File: src/rtl/mem_controller_pkg.sv
// ---------------------------------------------------------------------------
// mem_controller_pkg
//   Shared definitions for the memory controller slice: bus widths, request
//   direction codes, access width codes, FSM state encodings, the IO region
//   tag and the request-owner type.
// ---------------------------------------------------------------------------
package mem_controller_pkg;

  localparam int DATA_WIDTH = 32;
  localparam int ADDR_WIDTH = 32;

  localparam logic MEM_READ  = 1'b0;
  localparam logic MEM_WRITE = 1'b1;
  localparam logic TRUE      = 1'b1;
  localparam logic FALSE     = 1'b0;

  // FSM state encodings
  localparam logic [1:0] MC_IDLE  = 2'd0;
  localparam logic [1:0] MC_READ  = 2'd1;
  localparam logic [1:0] MC_WRITE = 2'd2;
  localparam logic [1:0] MC_DONE  = 2'd3;

  // addr[17:16] value that selects the UART / IO window
  localparam logic [1:0] IO_REGION_HI = 2'b11;

  // LSU access width codes; 3 is illegal and handled as a word
  localparam logic [1:0] WIDTH_BYTE = 2'd0;
  localparam logic [1:0] WIDTH_HALF = 2'd1;
  localparam logic [1:0] WIDTH_WORD = 2'd2;

  typedef enum logic {
    OWN_ICACHE = 1'b0,
    OWN_LSU    = 1'b1
  } owner_e;

  // Number of bytes moved for a width code.
  function automatic logic [2:0] width_to_n(input logic [1:0] width);
    case (width)
      WIDTH_BYTE: width_to_n = 3'd1;
      WIDTH_HALF: width_to_n = 3'd2;
      default:    width_to_n = 3'd4;
    endcase
  endfunction

endpackage

File: src/rtl/mem_controller_extend.sv
// ---------------------------------------------------------------------------
// mc_extend
//   Combinational load-result extension for the LSU return path.
//   Ports:
//     data      - assembled little-endian bytes (upper bytes may be stale)
//     width     - access width code (byte / half / word, 3 treated as word)
//     is_signed - 1: sign-extend byte/half, 0: zero-extend
//     result    - 32-bit extended value
// ---------------------------------------------------------------------------
module mc_extend
  import mem_controller_pkg::*;
(
  input  logic [31:0] data,
  input  logic [1:0]  width,
  input  logic        is_signed,
  output logic [31:0] result
);

  logic signed [7:0]  byte_s;
  logic signed [15:0] half_s;

  always_comb begin
    byte_s = data[7:0];
    half_s = data[15:0];
    result = data;
    case (width)
      WIDTH_BYTE: result = is_signed ? {{24{byte_s[7]}}, byte_s}
                                     : {24'd0, data[7:0]};
      WIDTH_HALF: result = is_signed ? {{16{half_s[15]}}, half_s}
                                     : {16'd0, data[15:0]};
      default:    result = data;
    endcase
  end

endmodule

File: src/rtl/mem_controller.sv
// ---------------------------------------------------------------------------
// mem_controller
//   Arbitrates the instruction cache and the load/store unit onto a single
//   byte-wide RAM/IO bus. One request (1, 2 or 4 bytes) is accepted at a
//   time, walked out as consecutive byte accesses, and completed with a
//   one-cycle pulse to its owner. The LSU wins over instruction fetch.
//
//   Ports:
//     clk_in, rst_in (async, active-low), rdy_in (global stall, active-high)
//     iCache2memCon_enable/addr       - fetch request (always 4 bytes)
//     memCon2iCache_enable/return     - fetch completion pulse + word
//     lsu2memCon_enable/rw/width/addr/value/ifSigned - LSU request
//     memCon2lsu_enable/return        - LSU completion pulse + load data
//     mem_din/mem_dout/mem_a/mem_wr   - byte bus, RAM read latency 1 cycle
//     io_buffer_full                  - UART full; stalls IO stores
//   All outputs are registered.
// ---------------------------------------------------------------------------
module mem_controller
  import mem_controller_pkg::*;
#(
  parameter bit IO_FULL_WAIT = 1'b1
) (
  input  logic        clk_in,
  input  logic        rst_in,
  input  logic        rdy_in,
  input  logic        iCache2memCon_enable,
  input  logic [31:0] iCache2memCon_addr,
  output logic        memCon2iCache_enable,
  output logic [31:0] memCon2iCache_return,
  input  logic        lsu2memCon_enable,
  input  logic        lsu2memCon_rw,
  input  logic [1:0]  lsu2memCon_width,
  input  logic [31:0] lsu2memCon_addr,
  input  logic [31:0] lsu2memCon_value,
  input  logic        lsu2memCon_ifSigned,
  output logic        memCon2lsu_enable,
  output logic [31:0] memCon2lsu_return,
  input  logic [7:0]  mem_din,
  output logic [7:0]  mem_dout,
  output logic [31:0] mem_a,
  output logic        mem_wr,
  input  logic        io_buffer_full
);

  logic [1:0]  state_q;
  owner_e      owner_q;
  logic [31:0] addr_q;
  logic [2:0]  n_q;
  logic [1:0]  width_q;
  logic        sgn_q;
  logic [31:0] value_q;
  logic [31:0] data_q;
  // READ: edges since accept (1 = first address cycle).
  // WRITE: index of the byte currently presented on the bus.
  logic [2:0]  cnt_q;

  // A store byte is held back while its address is in the IO window and the
  // UART cannot take it.
  function automatic logic io_stall(input logic [1:0] region, input logic full);
    io_stall = IO_FULL_WAIT && (region == IO_REGION_HI) && full;
  endfunction

  // Arbitration: LSU first, fetch otherwise.
  logic        acc_valid;
  logic        acc_lsu;
  logic        acc_rw;
  logic [1:0]  acc_width;
  logic [31:0] acc_addr;
  logic [31:0] acc_value;
  logic        acc_sgn;

  always_comb begin
    acc_valid = lsu2memCon_enable || iCache2memCon_enable;
    acc_lsu   = lsu2memCon_enable;
    acc_rw    = acc_lsu ? lsu2memCon_rw       : MEM_READ;
    acc_width = acc_lsu ? lsu2memCon_width    : WIDTH_WORD;
    acc_addr  = acc_lsu ? lsu2memCon_addr     : iCache2memCon_addr;
    acc_value = acc_lsu ? lsu2memCon_value    : 32'd0;
    acc_sgn   = acc_lsu ? lsu2memCon_ifSigned : FALSE;
  end

  // Read capture: the byte addressed two edges ago is on mem_din now, so the
  // byte slot is cnt_q-2. The merged word feeds the completion path so the
  // last byte is included in the pulse data without an extra cycle.
  logic [1:0]  cap_idx;
  logic [31:0] cap_data;
  logic [31:0] ext_data;

  always_comb begin
    cap_idx  = cnt_q[1:0] - 2'd2;
    cap_data = data_q;
    if (cnt_q >= 3'd2) begin
      cap_data[{cap_idx, 3'b000} +: 8] = mem_din;
    end
  end

  mc_extend u_extend (
    .data      (cap_data),
    .width     (width_q),
    .is_signed (sgn_q),
    .result    (ext_data)
  );

  // Write stepping: a byte advances only in a cycle where it was actually
  // written; a stalled byte is presented again.
  logic [2:0]  wr_next_idx;
  logic [31:0] wr_addr;
  logic [7:0]  wr_byte;

  always_comb begin
    wr_next_idx = mem_wr ? (cnt_q + 3'd1) : cnt_q;
    wr_addr     = addr_q + {29'd0, wr_next_idx};
    wr_byte     = value_q[{wr_next_idx[1:0], 3'b000} +: 8];
  end

  always_ff @(posedge clk_in or negedge rst_in) begin
    if (!rst_in) begin
      state_q              <= MC_IDLE;
      owner_q              <= OWN_ICACHE;
      addr_q               <= '0;
      n_q                  <= '0;
      width_q              <= '0;
      sgn_q                <= 1'b0;
      value_q              <= '0;
      data_q               <= '0;
      cnt_q                <= '0;
      mem_a                <= '0;
      mem_dout             <= '0;
      mem_wr               <= 1'b0;
      memCon2lsu_enable    <= 1'b0;
      memCon2lsu_return    <= '0;
      memCon2iCache_enable <= 1'b0;
      memCon2iCache_return <= '0;
    end else if (rdy_in) begin
      case (state_q)
        MC_IDLE: begin
          if (acc_valid) begin
            owner_q <= acc_lsu ? OWN_LSU : OWN_ICACHE;
            addr_q  <= acc_addr;
            n_q     <= width_to_n(acc_width);
            width_q <= acc_width;
            sgn_q   <= acc_sgn;
            value_q <= acc_value;
            data_q  <= '0;
            mem_a   <= acc_addr;
            if (acc_rw == MEM_WRITE) begin
              state_q  <= MC_WRITE;
              cnt_q    <= 3'd0;
              mem_dout <= acc_value[7:0];
              mem_wr   <= !io_stall(acc_addr[17:16], io_buffer_full);
            end else begin
              state_q <= MC_READ;
              cnt_q   <= 3'd1;
            end
          end
        end

        MC_READ: begin
          mem_a  <= (cnt_q < n_q) ? (addr_q + {29'd0, cnt_q}) : 32'd0;
          data_q <= cap_data;
          cnt_q  <= cnt_q + 3'd1;
          if (cnt_q == n_q + 3'd1) begin
            state_q <= MC_DONE;
            if (owner_q == OWN_LSU) begin
              memCon2lsu_enable <= 1'b1;
              memCon2lsu_return <= ext_data;
            end else begin
              memCon2iCache_enable <= 1'b1;
              memCon2iCache_return <= cap_data;
            end
          end
        end

        MC_WRITE: begin
          if (wr_next_idx == n_q) begin
            state_q           <= MC_DONE;
            mem_wr            <= 1'b0;
            mem_a             <= '0;
            mem_dout          <= '0;
            memCon2lsu_enable <= 1'b1;
            memCon2lsu_return <= '0;
          end else begin
            cnt_q    <= wr_next_idx;
            mem_a    <= wr_addr;
            mem_dout <= wr_byte;
            mem_wr   <= !io_stall(wr_addr[17:16], io_buffer_full);
          end
        end

        MC_DONE: begin
          state_q              <= MC_IDLE;
          memCon2lsu_enable    <= 1'b0;
          memCon2lsu_return    <= '0;
          memCon2iCache_enable <= 1'b0;
          memCon2iCache_return <= '0;
        end

        default: state_q <= MC_IDLE;
      endcase
    end
  end

endmodule
File: config.mk
export PLATFORM = sky130hd
export DESIGN_NAME = mem_controller
export DESIGN_NICKNAME = d
export VERILOG_FILES = /design/src/rtl/mem_controller_pkg.sv /design/src/rtl/mem_controller_extend.sv /design/src/rtl/mem_controller.sv
export SDC_FILE = /design/constraint.sdc
export NUM_CORES = 1
export LEC_CHECK = 0
export ABC_CLOCK_PERIOD_IN_PS = 5600
export BUFFER_PORTS_ARGS = -buffer_cell sky130_fd_sc_hd__buf_2
export CAP_MARGIN = 20
export CORE_MARGIN = 5
export CORE_UTILIZATION = 55
export CTS_BUF_LIST = sky130_fd_sc_hd__clkbuf_4
export DETAILED_ROUTE_END_ITERATION = 10
export MAX_ROUTING_LAYER = met4
export PLACE_DENSITY = 0.79
export SYNTH_ARGS = -nofsm -noshare
export SYNTH_HDL_FRONTEND = slang
export SYNTH_SLANG_ARGS = --single-unit
File: constraint.sdc
create_clock -name clk_in -period 5.6 [get_ports clk_in]
set_input_delay 0.84 -clock clk_in [delete_from_list [all_inputs] [get_ports clk_in]]
set_output_delay 0.84 -clock clk_in [all_outputs]
set_load 0.02 [all_outputs]
==> results.toml, run 1 <==
[power_and_ir_drop]
finalPower_w = 0.00728
pwr_density_cell_nw_per_um2 = 536
ir_drop_uv = 341
p_leak_nw = 6.30

[detailed_routing]
dr.pass1.iters = 5
post_drt_wl_per_cell_um = 19.5
route.detailed.drc = 0
viasPerCell = 6.20
finalWirelength_um = 33500
vias = 10700
antenna_left = 0
detail_route.iter0.violations = 901

[logic_synthesis]
syn_inst = 1217
ys_seq_area_frac = 0.459
syn_area_um2 = 11700
ys_ff_latch = 214
yosys_warnings = 0
synth_ff_type = "dfrtp_1"
ys_types = 67
synth_edf_count = 0
synth.avg_cell_area_um2 = 9.59
synth_fp_nets = 1355
async_flop_share = 1.00

[die]
fp.coreArea_um2 = 21000
initial_utilization = 0.557
core.rowCount = 53
die_y_um = 156
dieArea_um2 = 24200
ios = 221
die_x_um = 156

[place]
placed_area_um2 = 12900
gp_congestion = 0.903
placedCellCount = 1630
hpwl_um = 22900
io_buffers = 220

[sta]
finalHoldViolCount = 0
max_freq_mhz = 247
report.final.slew_viol_count = 0
min_period_ns = 4.05
skew_ns = 0.0705
slew_headroom = 0.254
tightest_slew_ns = 1.12
setup_viol = 0
period_share = 0.724
grt_setup_unrepaired = "false"
fin_tns_setup_ns = 0

[min_path]
min_path_type = "in -> async"

[clock_network]
cts_tree = "built"
cts.sinks = 214
cts_root_buf = "clkbuf_4"
clk_pin_slew_ns = 0.08
cts_max_level = 2
cts-resized-gates = 0
worstSkewPairLatency_ns = 0.69
ctsLongestPathBuffers = 3
hold_buffers = 0
cts-buffers-inserted = 54
post-cts-setup-buffers = 0

[run]
cap_violations = 0

[critical_path]
required_ns = 6.19
cp-end-kind = "flip-flop"
arrival_ns = 4.64
crit_type = "reg -> reg"
cp_max_fo = 14
r2r-start = "cnt_q[0]"
r2r_cells = 12
critPathLaunchType = "flip-flop"
cp-startpoint = "cnt_q[0]"

[global_routing]
grt_overflow = 0
grt_pass1_wl_um = 54100
grt_pass1_vias = 10300
grt_max_degree = 117
antenna_found_initial = 4
grtUsageTotal = 0.281

[cells_and_area]
syn_to_final_growth_pct = 16.2
finalNonFillerCells = 1721
post-route-util = 0.647
fin_nets = 1550
drive_above_1_share = 0.259
stdcell_area_um2 = 13600

[status]
outcome = "completed"
-- cell usage in the layout, fill, tap and decap left out, drive strengths merged, types with 22 or more instances in the layout --
cell	count
a21oi	61
a22o	32
and3	41
buf	238
clkbuf	76
dfrtp	214
ha	22
mux2i	29
nand2	150
nand3	54
nor2	37
o211ai	24
o21a	26
o21ai	112
o31ai	59
-- area by class of cell --
cell class              instances  area, um2
well taps                     275        344
inverters                      17       63.8
clock inverters                11       71.3
clock buffers                  75        563
diodes                          4       10.0
repair buffers                239       1260
flip-flops and latches        214       5360
fillers                      1808       7390
multi-input cells             886       5900
-- cell usage after synthesis (22+ instances only) --
cell,instances,area [um2]
o211ai_1,24,180
mux2i_1,29,290
a21oi_1,61,305
o21a_1,26,195
dfrtp_1,214,5360
nand2_1,150,563
a22o_1,32,280
nor2_1,37,139
ha_1,22,275
clkbuf_1,80,300
nand3_1,54,270
and3_1,41,257
o21ai_0,111,556
o31ai_1,44,330
-- kinds of logic (layout without fill, tap and decap cells) --
kind of cell | after synthesis | count (layout) | share of synthesized area
multiplexers | 50 | 50 | 0.0528
AO/OA/AOI/OAI | 406 | 406 | 0.239
buffers and inverters | 117 | 342 | 0.0413
XOR/XNOR | 32 | 32 | 0.0253
AND/OR/NAND/NOR | 374 | 374 | 0.156
flip-flops | 214 | 214 | 0.459
other | 0 | 4 | 0
adder cells (fa/ha/maj) | 24 | 24 | 0.0270
-- routing by layer --
metal	track usage	part of all wire	vias up
met5	-	0	-
met4	0.0909	0.024	0
met3	0.0724	0.095	73
met2	0.410	0.45	524
met1	0.388	0.44	5113
li1	-	-	4958
-- critical path, stage by stage, from the launching register on --
cell and delay [ns]:
dfrtp_1 0.65, inv_1 0.21, ha_1 0.42, mux2i_1 0.17, buf_4 0.24, inv_1 0.11, ha_1 0.28, nand3_1 0.14
a211oi_2 0.68, nand2_1 0.22, or3_1 0.39, a221oi_1 0.29, a211o_1 0.14
-- where the power goes --
group	internal [W]	switching [W]	total, W
sequential	0.00205	0.000546	0.00260
clock	0.000655	0.000618	0.00127
combinational	0.00125	0.00215	0.00340
total	0.00396	0.00332	0.00728
-- flip-flops by register name, summed over array words and instances (netlist names), 2 cells and up --
register / flops
data_q: 32
mem_dout: 8
addr_q: 32
n_q: 3
mem_a: 32
state_q: 2
value_q: 32
memCon2iCache_return: 32
memCon2lsu_return: 32
cnt_q: 3
-- through the flow --
step                hold slack, ns  setup slack, ns
floorplan                    0.445             1.85
global placement             0.454             1.77
detailed placement           0.462             1.66
CTS                          0.320             1.59
global route                 0.322             1.28
finish                       0.314             1.55
-- path summary, 6_finish.rpt --
kind                                    endpoint  slack [ns]
min in group clk_in                       n_q[0]        0.37
setup reg to reg                       mem_a[19]        1.55
hold reg to reg            memCon2lsu_return[10]        0.47
hold / removal              memCon2lsu_return[6]        0.31
max in group asynchronous              mem_a[17]        4.03
setup / recovery                       mem_a[19]        1.55
Power figures use the tool's default switching activity.
==> run 2: changes to the inputs <==
ABC_CLOCK_PERIOD_IN_PS = 3400   (was 5600)
CORE_UTILIZATION = 52   (was 55)
clock period = 3.4 ns   (was 5.6 ns; I/O delays follow)
==> results.toml, run 2 (synthesized netlist as in run 1, its figures left out) <==
[cells_and_area]
n_fill_cell = 1833
fin_nets = 1575
drive_above_1_share = 0.273
syn_to_final_growth_pct = 18.9
multi_input_area_um2 = 5910
final_common_cell = "buf_2"
mostFrequentLayoutCells = "buf_2, dfrtp_1, nand2_1"
register_area_um2 = 5360

[clock_network]
cts_max_level = 2
cts_tree = "built"
cts-buffers-inserted = 57
worstSkewPairLatency_ns = 0.68
cts_root_buf = "clkbuf_4"
ctsLongestPathBuffers = 3
clk_pin_slew_ns = 0.07
cts.sinks = 214

[critical_path]
cp_max_fo = 8
arrival_ns = 3.77
max_stage_delay_ns = 0.46
cp-end-kind = "flip-flop"
slowest_stage = "dfrtp_2"
required_ns = 4.02
path_cells = "inv_1, ha_1, mux2i_2, inv_1, ha_1, nand3_1, a211oi_4, nand2_1, or3_1, a221oi_1, a211o_1"
critPathLaunchType = "flip-flop"
crit_type = "reg -> reg"

[global_routing]
grt_pass1_vias = 10600
grt_overflow = 0
grt_pass1_wl_um = 55300
grtUsageTotal = 0.268
grt_max_degree = 95
antenna_found_initial = 3

[die]
fp.coreArea_um2 = 22000
die_y_um = 160
dieArea_um2 = 25600
core.rowCount = 54
initial_utilization = 0.532
die_x_um = 160
ios = 221

[power_and_ir_drop]
clockPowerShare = 0.181
finalPower_w = 0.0123
combPwrFrac = 0.474
switchingPower_w = 0.00552
p_leak_nw = 6.46
power.internal_w = 0.00673
switching_share = 0.451
seq_power_share = 0.345
ir_drop_uv = 427
pwr_density_cell_nw_per_um2 = 883

[status]
outcome = "completed"

[detailed_routing]
viasPerCell = 6.16
vias = 10800
detail_route.iter0.violations = 797
dr.pass1.iters = 5
antenna_left = 0
route.detailed.drc = 0
post_drt_wl_per_cell_um = 19.2
finalWirelength_um = 33800

[sta]
finalHoldViolCount = 0
tightest_slew_ns = 1.04
fin_tns_setup_ns = 0
report.final.slew_viol_count = 0
skew_ns = 0.0315
slew_headroom = 0.309
grt_setup_unrepaired = "false"
min_period_ns = 3.15
period_share = 0.927
holdWs_ns = 0.0506
max_freq_mhz = 317
setup_viol = 0

[place]
gp_congestion = 0.907
hpwl_um = 23600
io_buffers = 220

[min_path]
min_path_type = "in -> reg"

[run]
cap_violations = 0
==> run 2: cell types whose count changed in the layout (fill, tap and decap cells not counted), moves of 2 or more <==
cell           change
buf_4             +16
clkinv_2           -2
buf_12             +3
clkbuf_4           +6
dlygate4sd3_1      +2
clkinv_1           +5
==> run 2: final cells by class <==
type,count,area share
clock inverters,15,0.00631
flip-flops and latches,214,0.386
diodes,4,0.000721
multi-input cells,886,0.426
repair buffers,261,0.108
inverters,17,0.00460
well taps,280,0.0252
clock buffers,81,0.0438
==> run 2: per-stage QoR <==
stage          cell area, um2  setup WS, ns  std cells  utilization
2_1_floorplan           11700        0.0177       1217            -
3_3_place_gp            13100         0.296       1650        0.595
3_5_place_dp            13100         0.198       1652        0.597
4_1_cts                 13800         0.161       1750        0.629
5_1_grt                 13900        0.0658       1757        0.632
6_report                13900         0.248       1758        0.632
==> run 2: repair_timing <==
| item | 4_1_cts | 5_1_grt |
|---|---|---|
| buffers inserted | 0 | 3 |
| setup endpoints to repair | 0 | 3 |
| gates resized for setup | 0 | 2 |
| hold buffers | 2 | 0 |
| endpoints found under the hold margin | 91 | 0 |
==> run 2: path summary, 6_finish.rpt <==
check	from	to	slack, ns	cells after the start
worst min-delay path	lsu2memCon_width[0]	n_q[0]	0.05	2
worst max-delay path	cnt_q[0]	mem_a[19]	0.25	11
max in group asynchronous	rst_in	memCon2iCache_return[8]	1.99	3
worst min register to register	mem_a[21]	mem_a[21]	0.47	2
min in group asynchronous	rst_in	memCon2iCache_return[6]	0.49	2
worst max register to register	cnt_q[0]	mem_a[19]	0.25	11
==> run 2: power groups by stage <==
stage	clock (W)	combinational (W)	sequential [W]
final	0.00222	0.00581	0.00423
after CTS	0.00227	0.00578	0.00421
after global placement	0	0.00558	0.00422
after detailed placement	0	0.00576	0.00424
after floorplan	0	0.00378	0.00435
after global routing	0.00241	0.00633	0.00435
==> run 2: routing by layer <==
layer  GRT usage  part of all wire
met2       0.411              0.47
met1       0.363              0.43
met5           -                 0
met4      0.0903             0.023
met3      0.0474             0.081
==> run 2: worst max-delay path: cells and delay by family, from the launching register on <==
family | cells | cell delay [ns]
fa+ha+maj | 2 | 0.62
mux | 1 | 0.21
simple gates | 3 | 0.69
compound gates | 3 | 0.86
flops | 1 | 0.46
buf+inv | 2 | 0.25
==> run 3: changes to the inputs <==
CORE_UTILIZATION = 51   (was 52)
PLACE_DENSITY = 0.77   (was 0.79)
==> results.toml, run 3 (synthesized netlist as in run 1, its figures left out) <==
[sta]
report.final.slew_viol_count = 0
grt_setup_unrepaired = "false"
fin_tns_setup_ns = 0
setup_viol = 0
min_period_ns = 3.20
skew_ns = 0.0388
max_freq_mhz = 313
finalHoldViolCount = 0
tightest_slew_ns = 1.05
slew_headroom = 0.301
period_share = 0.941

[power_and_ir_drop]
ir_drop_uv = 448
switching_share = 0.456
seq_power_share = 0.347
clockPowerShare = 0.178
pwr_density_cell_nw_per_um2 = 875
power.internal_w = 0.00663
switchingPower_w = 0.00555
finalPower_w = 0.0122
p_leak_nw = 6.47
combPwrFrac = 0.475

[die]
die_x_um = 161
initial_utilization = 0.517
ios = 221
fp.coreArea_um2 = 22600
die_y_um = 161
dieArea_um2 = 26000
core.rowCount = 55

[clock_network]
clk_pin_slew_ns = 0.07
cts_max_level = 2
ctsLongestPathBuffers = 3
worstSkewPairLatency_ns = 0.70
cts_tree = "built"
cts-buffers-inserted = 55
cts_root_buf = "clkbuf_4"
cts.sinks = 214

[place]
gp_congestion = 0.923
io_buffers = 220
placed_area_um2 = 13100
hpwl_um = 23700

[critical_path]
path_cells = "buf_4, ha_1, nand2_1, xnor2_1, ha_1, a21o_1, nand4_1, nor3_1, xor2_1, a311oi_1, a211o_1"
slowest_stage = "nand4_1"
crit_type = "reg -> reg"
critPathLaunchType = "flip-flop"
r2r_cells = 11
cp_num_buf_inv = 1
cp_max_fo = 12
crit_cells = 11
crit_family = "simple AND/OR/NAND/NOR gates"
cp-end-kind = "flip-flop"
cp_common_cell = "ha_1"
max_stage_delay_ns = 0.39
required_ns = 3.95
arrival_ns = 3.75

[min_path]
hold_depth = 2
min_path_type = "in -> reg"

[detailed_routing]
vias = 10700
finalWirelength_um = 34100
dr.pass1.iters = 5
antenna_left = 0
detail_route.iter0.violations = 760
route.detailed.drc = 0
post_drt_wl_per_cell_um = 19.3
viasPerCell = 6.05

[cells_and_area]
fin_nets = 1580
drive_above_1_share = 0.267
stdcell_area_um2 = 13900
final_common_cell = "buf_2"
mostFrequentLayoutCells = "buf_2, dfrtp_1, nand2_1"
syn_to_final_growth_pct = 19.2

[run]
cap_violations = 0

[status]
outcome = "completed"

[global_routing]
grt_overflow = 0
grt_max_degree = 70
grt_pass1_vias = 10600
grtUsageTotal = 0.266
antenna_found_initial = 4
grt_pass1_wl_um = 55500
## run 3: layer usage
layer  vias to the layer above  share of wire  GRT usage
li1                       5040              -          -
met1                      5149           0.43      0.361
met2                       460           0.47      0.414
met3                        56          0.078     0.0475
met4                         0          0.019     0.0768
met5                         -              0          -
## run 3: final cells by class
cell class	count	area [um2]
diodes	4	10.0
clock buffers	80	601
clock inverters	16	80.1
fillers	1965	8650
inverters	17	63.8
multi-input cells	886	5910
flip-flops and latches	214	5360
well taps	285	357
repair buffers	268	1550
## run 3: final timing paths
| check | startpoint | endpoint | slack (ns) |
|---|---|---|---|
| worst max-delay path | cnt_q[1] | mem_wr | 0.20 |
| worst min-delay path | lsu2memCon_width[0] | n_q[1] | 0.06 |
| worst max register to register | cnt_q[1] | mem_wr | 0.20 |
| worst min register to register | memCon2iCache_return[25] | memCon2iCache_return[25] | 0.47 |
| max in group asynchronous | rst_in | addr_q[28] | 2.04 |
| min in group asynchronous | rst_in | memCon2iCache_return[14] | 0.39 |
## run 3: power groups by stage
stage	sequential, W	clock (W)	combinational (W)
detailed placement	0.00423	0	0.00572
finish	0.00422	0.00217	0.00579
global route	0.00433	0.00234	0.00634
global placement	0.00421	0	0.00561
CTS	0.00420	0.00222	0.00576
floorplan	0.00435	0	0.00378
## run 3: repair_timing
action                                 in CTS  in global routing
endpoints found under the hold margin      70                  0
hold buffers                               14                  0
setup buffers                               0                  0
gates resized for setup                     0                  0
## run 3: stage by stage
step	util	hold slack, ns	cells	setup slack [ns]
3_5_place_dp	0.579	0.460	1655	0.260
5_1_grt	0.617	0.0154	1770	0.0647
3_3_place_gp	0.579	0.455	1655	0.369
6_report	0.617	0.0621	1770	0.200
4_1_cts	0.615	0.00124	1765	0.266
2_1_floorplan	-	0.214	1217	0.0177
